`src/rtl/decoder_pkg.sv`:
```
// rtl/decoder_pkg.sv - shared state encoding, mode constants and one-hot decode helper
package decoder_pkg;

    typedef logic [1:0] state_t;

    localparam state_t ST_IDLE   = 2'd0;
    localparam state_t ST_DIRECT = 2'd1;
    localparam state_t ST_SCAN   = 2'd2;
    localparam state_t ST_BLANK  = 2'd3;

    localparam logic MODE_DIRECT = 1'b0;
    localparam logic MODE_SCAN   = 1'b1;

    // Widest select the helper supports; callers zero-extend and slice down.
    localparam int MAX_N = 8;
    localparam int MAX_W = 2 ** MAX_N;

    // One active bit at position sel, polarity chosen by active_low.
    function automatic logic [MAX_W-1:0] onehot_dec(input logic [MAX_N-1:0] sel,
                                                    input logic             active_low);
        logic [MAX_W-1:0] v;
        v      = '0;
        v[sel] = 1'b1;
        return active_low ? ~v : v;
    endfunction

endpackage

```
`src/rtl/decoder_scan_nto2n_counter.sv`:
```
// rtl/decoder_scan_nto2n_counter.sv - scan dwell and index counter with step/wrap strobes
module scan_dwell_counter
    import decoder_pkg::*;
#(
    parameter int N     = 2,
    parameter int DWELL = 4
) (
    input  logic         clk,
    input  logic         reset,
    input  logic         clear,
    input  logic         advance,
    output logic [N-1:0] idx,
    output logic         step,
    output logic         wrap
);

    localparam int DW = (DWELL > 1) ? $clog2(DWELL) : 1;
    localparam logic [DW-1:0] LAST = DW'(DWELL - 1);

    logic [DW-1:0] dwell_cnt;

    // step fires on the last dwell cycle; wrap when that step leaves the top index
    assign step = advance && (dwell_cnt == LAST);
    assign wrap = step && (&idx);

    // Count dwell cycles while advancing; clear restarts at index 0, dwell 0.
    always_ff @(posedge clk) begin
        if (reset || clear) begin
            dwell_cnt <= '0;
            idx       <= '0;
        end else if (step) begin
            dwell_cnt <= '0;
            idx       <= idx + 1'b1;
        end else if (advance) begin
            dwell_cnt <= dwell_cnt + 1'b1;
        end
    end

endmodule

```
`src/rtl/decoder_scan_nto2n.sv`:
```
// rtl/decoder_scan_nto2n.sv - registered N-to-2^N decoder, DIRECT/SCAN modes, optional BLANK via DECODER_SCAN_BLANK_EN
module decoder_scan_nto2n
    import decoder_pkg::*;
#(
    parameter int N          = 2,
    parameter int DWELL      = 4,
    parameter int ACTIVE_LOW = 1
) (
    input  logic              clk,
    input  logic              reset,
    input  logic              en,
    input  logic              mode,
    input  logic              sel_valid,
    input  logic [N-1:0]      sel,
    output logic              sel_ready,
    output logic [2**N-1:0]   y,
    output logic [N-1:0]      cur_sel,
    output logic              wrap
);

    localparam int W = 2 ** N;
    localparam logic [W-1:0] Y_OFF = (ACTIVE_LOW != 0) ? {W{1'b1}} : {W{1'b0}};

    state_t       state;
    logic         scan_live;
    logic         direct_live;
    logic         hs;
    logic         cnt_clear;
    logic         cnt_advance;
    logic         cnt_step;
    logic         cnt_wrap;
    logic [N-1:0] cnt_idx;
    logic [N-1:0] idx_next;

`ifdef DECODER_SCAN_BLANK_EN
    logic         blank_scan;
    logic         wrap_pend;
    logic [N-1:0] pend_sel;
`endif

    function automatic logic [W-1:0] dec(input logic [N-1:0] s);
        logic [MAX_N-1:0] s_ext;
        logic [MAX_W-1:0] full;
        s_ext        = '0;
        s_ext[N-1:0] = s;
        full         = onehot_dec(s_ext, ACTIVE_LOW != 0);
        return full[W-1:0];
    endfunction

    // A BLANK cycle belongs to whichever mode inserted it.
`ifdef DECODER_SCAN_BLANK_EN
    assign scan_live   = (state == ST_SCAN)   || ((state == ST_BLANK) &&  blank_scan);
    assign direct_live = (state == ST_DIRECT) || ((state == ST_BLANK) && !blank_scan);
`else
    assign scan_live   = (state == ST_SCAN);
    assign direct_live = (state == ST_DIRECT);
`endif

    assign hs          = sel_valid && sel_ready;
    assign cnt_clear   = !(en && (mode == MODE_SCAN) && scan_live);
    assign cnt_advance = en && (mode == MODE_SCAN) && (state == ST_SCAN);
    assign idx_next    = cnt_idx + 1'b1;

    scan_dwell_counter #(
        .N     (N),
        .DWELL (DWELL)
    ) u_counter (
        .clk     (clk),
        .reset   (reset),
        .clear   (cnt_clear),
        .advance (cnt_advance),
        .idx     (cnt_idx),
        .step    (cnt_step),
        .wrap    (cnt_wrap)
    );

    // FSM, handshake and output registers; en=0 behaves like reset.
    always_ff @(posedge clk) begin
        if (reset || !en) begin
            state     <= ST_IDLE;
            y         <= Y_OFF;
            cur_sel   <= '0;
            sel_ready <= 1'b0;
            wrap      <= 1'b0;
`ifdef DECODER_SCAN_BLANK_EN
            blank_scan <= 1'b0;
            wrap_pend  <= 1'b0;
            pend_sel   <= '0;
`endif
        end else begin
            wrap <= 1'b0;
            if (mode == MODE_SCAN) begin
                if (!scan_live) begin
                    // entering SCAN from anywhere restarts at output 0; pending handshake dropped
                    state     <= ST_SCAN;
                    y         <= dec('0);
                    cur_sel   <= '0;
                    sel_ready <= 1'b0;
                end else if (state == ST_SCAN) begin
                    if (cnt_step) begin
`ifdef DECODER_SCAN_BLANK_EN
                        state      <= ST_BLANK;
                        y          <= Y_OFF;
                        cur_sel    <= '0;
                        blank_scan <= 1'b1;
                        wrap_pend  <= cnt_wrap;
`else
                        y       <= dec(idx_next);
                        cur_sel <= idx_next;
                        wrap    <= cnt_wrap;
`endif
                    end
                end else begin
`ifdef DECODER_SCAN_BLANK_EN
                    // leaving a scan BLANK: counter index already advanced
                    state   <= ST_SCAN;
                    y       <= dec(cnt_idx);
                    cur_sel <= cnt_idx;
                    wrap    <= wrap_pend;
`endif
                end
            end else begin
                if (!direct_live) begin
                    state     <= ST_DIRECT;
                    y         <= Y_OFF;
                    cur_sel   <= '0;
                    sel_ready <= 1'b1;
                end else if (state == ST_DIRECT) begin
                    if (hs) begin
`ifdef DECODER_SCAN_BLANK_EN
                        if ((y != Y_OFF) && (sel != cur_sel)) begin
                            state      <= ST_BLANK;
                            y          <= Y_OFF;
                            cur_sel    <= '0;
                            sel_ready  <= 1'b0;
                            blank_scan <= 1'b0;
                            pend_sel   <= sel;
                        end else begin
                            y       <= dec(sel);
                            cur_sel <= sel;
                        end
`else
                        y       <= dec(sel);
                        cur_sel <= sel;
`endif
                    end
                end else begin
`ifdef DECODER_SCAN_BLANK_EN
                    state     <= ST_DIRECT;
                    y         <= dec(pend_sel);
                    cur_sel   <= pend_sel;
                    sel_ready <= 1'b1;
`endif
                end
            end
        end
    end

endmodule

```
`config.mk`:
```
export PLATFORM = sky130hd
export DESIGN_NAME = decoder_scan_nto2n
export DESIGN_NICKNAME = d
export VERILOG_FILES = /design/src/rtl/decoder_pkg.sv /design/src/rtl/decoder_scan_nto2n_counter.sv /design/src/rtl/decoder_scan_nto2n.sv
export SDC_FILE = /design/constraint.sdc
export NUM_CORES = 1
export LEC_CHECK = 0
export ABC_AREA = 0
export BUFFER_PORTS_ARGS = -buffer_cell sky130_fd_sc_hd__buf_2
export CAP_MARGIN = 20
export CORE_UTILIZATION = 55
export DETAILED_ROUTE_END_ITERATION = 8
export PLACE_DENSITY_LB_ADDON = 0.12
export SLEW_MARGIN = 30
export SYNTH_ARGS = -nofsm -noshare
export SYNTH_HDL_FRONTEND = slang
export SYNTH_SLANG_ARGS = --single-unit
```
`constraint.sdc`:
```
create_clock -name clk -period 3.3 [get_ports clk]
set_clock_uncertainty 0.2 [all_clocks]
set_input_delay 0.495 -clock clk [delete_from_list [all_inputs] [get_ports clk]]
set_output_delay 0.495 -clock clk [all_outputs]
set_load 0.005 [all_outputs]
```
Word-level counts from Yosys, hierarchy flattened

Cells that the tools add are included.

Register bits after elaboration: 14
Output and inout port bits: 8
Word-level logic and storage cells: 61
Bits of input ports: 7

$lt $le $gt $ge: 4
Mux-type cells: 20
$add $sub $neg: 2
Reductions and logical operators: 16
Equal/unequal tests: 7
Bitwise operators: 5

Operator list:

| kind                                                                                 | count |
|---|---|
| 4-bit 2-to-1 mux                                                                     | 5 |
| 2-bit by 9-bit less-than comparator with 1-bit output (second input constant)        | 2 |
| 2-bit 2-to-1 mux                                                                     | 8 |
| 4-bit inverter                                                                       | 2 |
| 1-bit logical AND                                                                    | 7 |
| 3-bit by 2-bit inequality test with 1-bit output (second input constant)             | 2 |
| 2-bit AND reduction                                                                  | 3 |
| 1-bit 2-to-1 mux                                                                     | 5 |
| 2-bit by 1-bit adder with 2-bit output (second input constant)                       | 2 |
| 1-bit demux with 2-bit select                                                        | 2 |
| 2-bit equality test (second input constant)                                          | 2 |
| 2-bit by 1-bit greater-or-equal comparator with 1-bit output (second input constant) | 2 |
| 2-bit inequality test (second input constant)                                        | 2 |
| 4-bit OR reduction                                                                   | 1 |
| 1-bit inverter                                                                       | 3 |
| 2-bit by 1-bit equality test with 1-bit output (second input constant)               | 1 |
| 1-bit logical NOT                                                                    | 2 |
| 1-bit logical OR                                                                     | 2 |
| 2-bit OR reduction                                                                   | 1 |

Logic depth before layout (Yosys ltp)

Depth in word-level cells: 9
Depth in mapped cells: 5
Mapped depth without buffers: 5

Hierarchy

From an unflattened synthesis, not the netlist that was laid out.

Cells, all modules: 84
Area, all modules: 740.7 um2

Modules (own cells, without submodules):

| module             | cells each | times used | area each (um2) |
|---|---|---|---|
| decoder_scan_nto2n | 62         | 1          | 524.3 |
| scan_dwell_counter | 22         | 1          | 216.5 |

Worst setup path after synthesis

No wires, ideal clock.

Path kind: input-to-reg
Start point: input port mode
End point: register y[0]
Stages: 5
Data arrival time: 1317 ps
Setup time: 80 ps
Slack: 1703 ps
Cells stage by stage: buf_6 and3b_1 buf_6 a22o_4 o2111ai_2

Cells in the longest elaborated chain, start to end: 5
Elaborated cells between the ends (all ways): 7
Classes of those cells: 2 x eq/ne; 1 x mux; 4 x reduce/logical

Ends and longest elaborated chain:

| item                                                              | line                             | text |
|---|---|---|
| start, declared                                                   | decoder_scan_nto2n.sv:12         | `input logic mode,` |
| 1-bit logical AND (2 in a row)                                    | decoder_scan_nto2n.sv:61         | `assign cnt_advance = en && (mode == MODE_SCAN) && (state == ST_SCAN);` |
| 1-bit logical AND                                                 | decoder_scan_nto2n_counter.sv:23 | `assign step = advance && (dwell_cnt == LAST);` |
| 3-bit by 2-bit inequality test with 1-bit output (no source line) | n/a                              |  |
| 2-bit AND reduction (no source line)                              | n/a                              |  |
| end signal, assigned                                              | decoder_scan_nto2n.sv:96         | `y <= dec('0);` |
| end signal, assigned                                              | decoder_scan_nto2n.sv:108        | `y <= dec(idx_next);` |
| end signal, assigned                                              | decoder_scan_nto2n.sv:143        | `y <= dec(sel);` |
| end, declared                                                     | decoder_scan_nto2n.sv:16         | `output logic [2**N-1:0] y,` |

Parallel ways exist; a longest one is shown, timed or not.
A chain may end at the register's enable or synchronous reset.

Worst setup path after layout

Start point: register u_counter.dwell_cnt[0]
End point: register y[0]

Cells in the longest elaborated chain, start to end: 4

Ends and longest elaborated chain:

| item                                                              | line                             | text |
|---|---|---|
| start, declared                                                   | decoder_scan_nto2n_counter.sv:20 | `logic [DW-1:0] dwell_cnt;` |
| start signal, assigned                                            | decoder_scan_nto2n_counter.sv:35 | `dwell_cnt <= dwell_cnt + 1'b1;` |
| 2-bit equality test                                               | decoder_scan_nto2n_counter.sv:23 |  |
| 1-bit logical AND                                                 | decoder_scan_nto2n_counter.sv:23 |  |
| 3-bit by 2-bit inequality test with 1-bit output (no source line) | n/a                              |  |
| 2-bit AND reduction (no source line)                              | n/a                              |  |

No other way between the ends.

==> flow_summary_export.csv <==
group,metric,value,unit
status,status,"finished clean",
detailed_routing,routedWlPerCell,13.0,µm
finish,regArea,260,µm²
sta,tightest_slew,452,ps
power_and_ir_drop,switching_power,0.0000720,W
critical_path,worstPathRequired,3310,ps
synthesis,synth.top_cell.area_share,35.9,%
power_and_ir_drop,power_frac_clock,35.0,%
detailed_routing,vias,612,
clocking,hold_buffers,0,
detailed_routing,via_per_inst,5.83,
global_route,grt_pass1_wl,2300,µm
critical_path,cp.arrival,1590,ps
power_and_ir_drop,powerDensity,358,nW/µm²
detailed_routing,drt_iter0_markers,14,
finish,antennaDiodeCount,0,
synthesis,syn_inst,76,
placement,dp_hpwl,1020,µm
hold_path,hp-class,"flip-flop to flip-flop",
sta,slew_headroom,69.5,%
floorplanning,core_area,1170,µm²
finish,fillCellCount,94,
sta,max_clock_freq,0.632,GHz
power_and_ir_drop,power,0.000291,W
finish,area_delta_synth_final,12.1,%
synthesis,yosys.area.top_type,"dfxtp_1",
power_and_ir_drop,leakage,0.339,nW
placement,dp_worst_setup_slack,1540,ps
clocking,clk_pin_slew,80,ps
sta,whs,247,ps
run,max_cap_viol_count,0,
clocking,cts_resized,0,
global_route,antenna_found_initial,0,
clocking,cts.sinks,13,
clocking,cts-root-buf,"clkbuf_4",
clocking,numCtsBuffers,3,
sta,layout_setup_ws,1720,ps
placement,place_inst,101,
sta,hold_violations,0,
sta,post-route-period-util,47.9,%
synthesis,yosysSeqAreaShare,35.9,%
synthesis,syn_nets,88,
sta,final.setup.tns,0,ps
global_route,grt_use_total,23.3,%
clocking,cts_max_path_buffers,2,
global_route,grt_pass1_vias,544,
global_route,gr-total-overflow,0,
finish,final_cells,105,
detailed_routing,wl,1360,µm
finish,multiInputGateArea,415,µm²
floorplanning,initial_core_util,61.9,%
detailed_routing,drc,0,
sta,finalCriticalPeriod,1580,ps
finish,nets,104,
critical_path,cp_max_fo,9,
finish,drive_gt1_share,23.1,%
detailed_routing,drt-pass1-iter-count,4,
floorplanning,die_w,38.3,µm
detailed_routing,final_antenna_net_count,0,
power_and_ir_drop,comb_power_share,9.3,%
floorplanning,die_h,38.3,µm
clocking,worst_skew_pair.late_latency,280,ps
power_and_ir_drop,p_sw_share,24.7,%
synthesis,synth_area_per_cell,9.53,µm²
power_and_ir_drop,p_int,0.000219,W
critical_path,critPathCaptureType,"flip-flop",
floorplanning,dieArea,1470,µm²
sta,setup_viol,0,
sta,drv_slew,0,
global_route,grt_max_degree,11,
floorplanning,num_rows,12,
synthesis,synthDistinctLibCells,28,
clocking,cts_max_level,1,
synthesis,synth_area_leaders,"dfxtp_1, ha_1, mux2i_1",
critical_path,cp-start-kind,"flip-flop",
power_and_ir_drop,vdd_drop_max,0.000241,V
synthesis,syn-cell-area,724,µm²
finish,most-common-layout-cells,"buf_2, dfxtp_1, inv_1, nor2_1, ha_1",
floorplanning,ios,15,
critical_path,path_class,"flip-flop to flip-flop",
synthesis,synth_warnings,0,
clocking,cts_tree,"yes",
power_and_ir_drop,power_frac_seq,55.7,%
clocking,postCtsSetupBuffers,0,
synthesis,ys_seq_elements,13,
placement,io_buffers,14,
sta,rsz0062_at_grt,"no",
finish,final_common_cell,"buf_2",
placement,finalWeightedCongestion,0.770,
==> synth_stat cells (all sizes together) <==
cell type / instances
dfxtp: 13
inv: 6
nor2: 6
ha: 5
o21ai: 5
a22o: 4
nand2: 4
nor2b: 4
a21boi: 3
a221oi: 3
mux2i: 3
nand3: 3
nor3b: 3
buf: 2
nor4bb: 2
a211oi: 1
and3b: 1
and4b: 1
and4bb: 1
clkbuf: 1
nand2b: 1
nor3: 1
o2111ai: 1
or3: 1
xnor2: 1
==> path summary, 6_finish.rpt <==
check                               from                     end  slack [ps]  cells past startpoint
hold / removal    u_counter.dwell_cnt[0]  u_counter.dwell_cnt[0]         250                      1
hold reg to reg   u_counter.dwell_cnt[0]  u_counter.dwell_cnt[0]         250                      1
setup / recovery  u_counter.dwell_cnt[0]                    y[0]        1720                      4
setup reg to reg  u_counter.dwell_cnt[0]                    y[0]        1720                      4
==> worst max-delay path, stage by stage, from the launching register on <==
cell and delay (ps):
dfxtp_1 340, ha_1 350, nand2_1 160, a22o_4 280, o2111ai_2 180
==> flip-flops by register name, summed over array words and instances, names as in the netlist <==
name / flops
cur_sel: 2
u_counter.dwell_cnt: 2
u_counter.idx: 2
y: 4
wrap: 1
state: 2
==> per-layer routing <==
layer	global-route usage, %	vias to the layer above	share of wire, %
li1	-	309	-
met3	3.49	5	4.9
met5	0	-	0
met2	36.9	19	44
met1	29.9	279	48
met4	13.4	0	2.4
==> stage by stage <==
step	instance area, µm²	utilization, %
after detailed placement	786	67.1
after floorplan	724	-
final	812	69.3
after global routing	812	69.3
after global placement	786	67.1
after CTS	812	69.3
==> cell type report <==
| type | count | area share [%] |
|---|---|---|
| inverter | 6 | 2.77 |
| timing repair buffer | 14 | 8.63 |
| sequential | 13 | 32.0 |
| tap | 14 | 2.16 |
| multi-input combinational | 54 | 51.2 |
| clock buffer | 4 | 3.24 |
==> logic make-up after synthesis <==
kind of cell | share of synthesized area [%]
simple gates | 24.0
compound gates | 19.3
flops | 35.9
buf+inv | 6.73
fa+ha+maj | 8.64
mux | 4.15
xor+xnor | 1.21
==> power by group through the flow <==
stage | combinational [W] | clock, W | sequential (W)
finish | 0.0000272 | 0.000102 | 0.000162
global route | 0.0000305 | 0.000110 | 0.000163
CTS | 0.0000272 | 0.000103 | 0.000162
detailed placement | 0.0000270 | 0 | 0.000166
global placement | 0.0000264 | 0 | 0.000166
floorplan | 0.0000186 | 0 | 0.000165
Power figures use the tool's default switching activity.
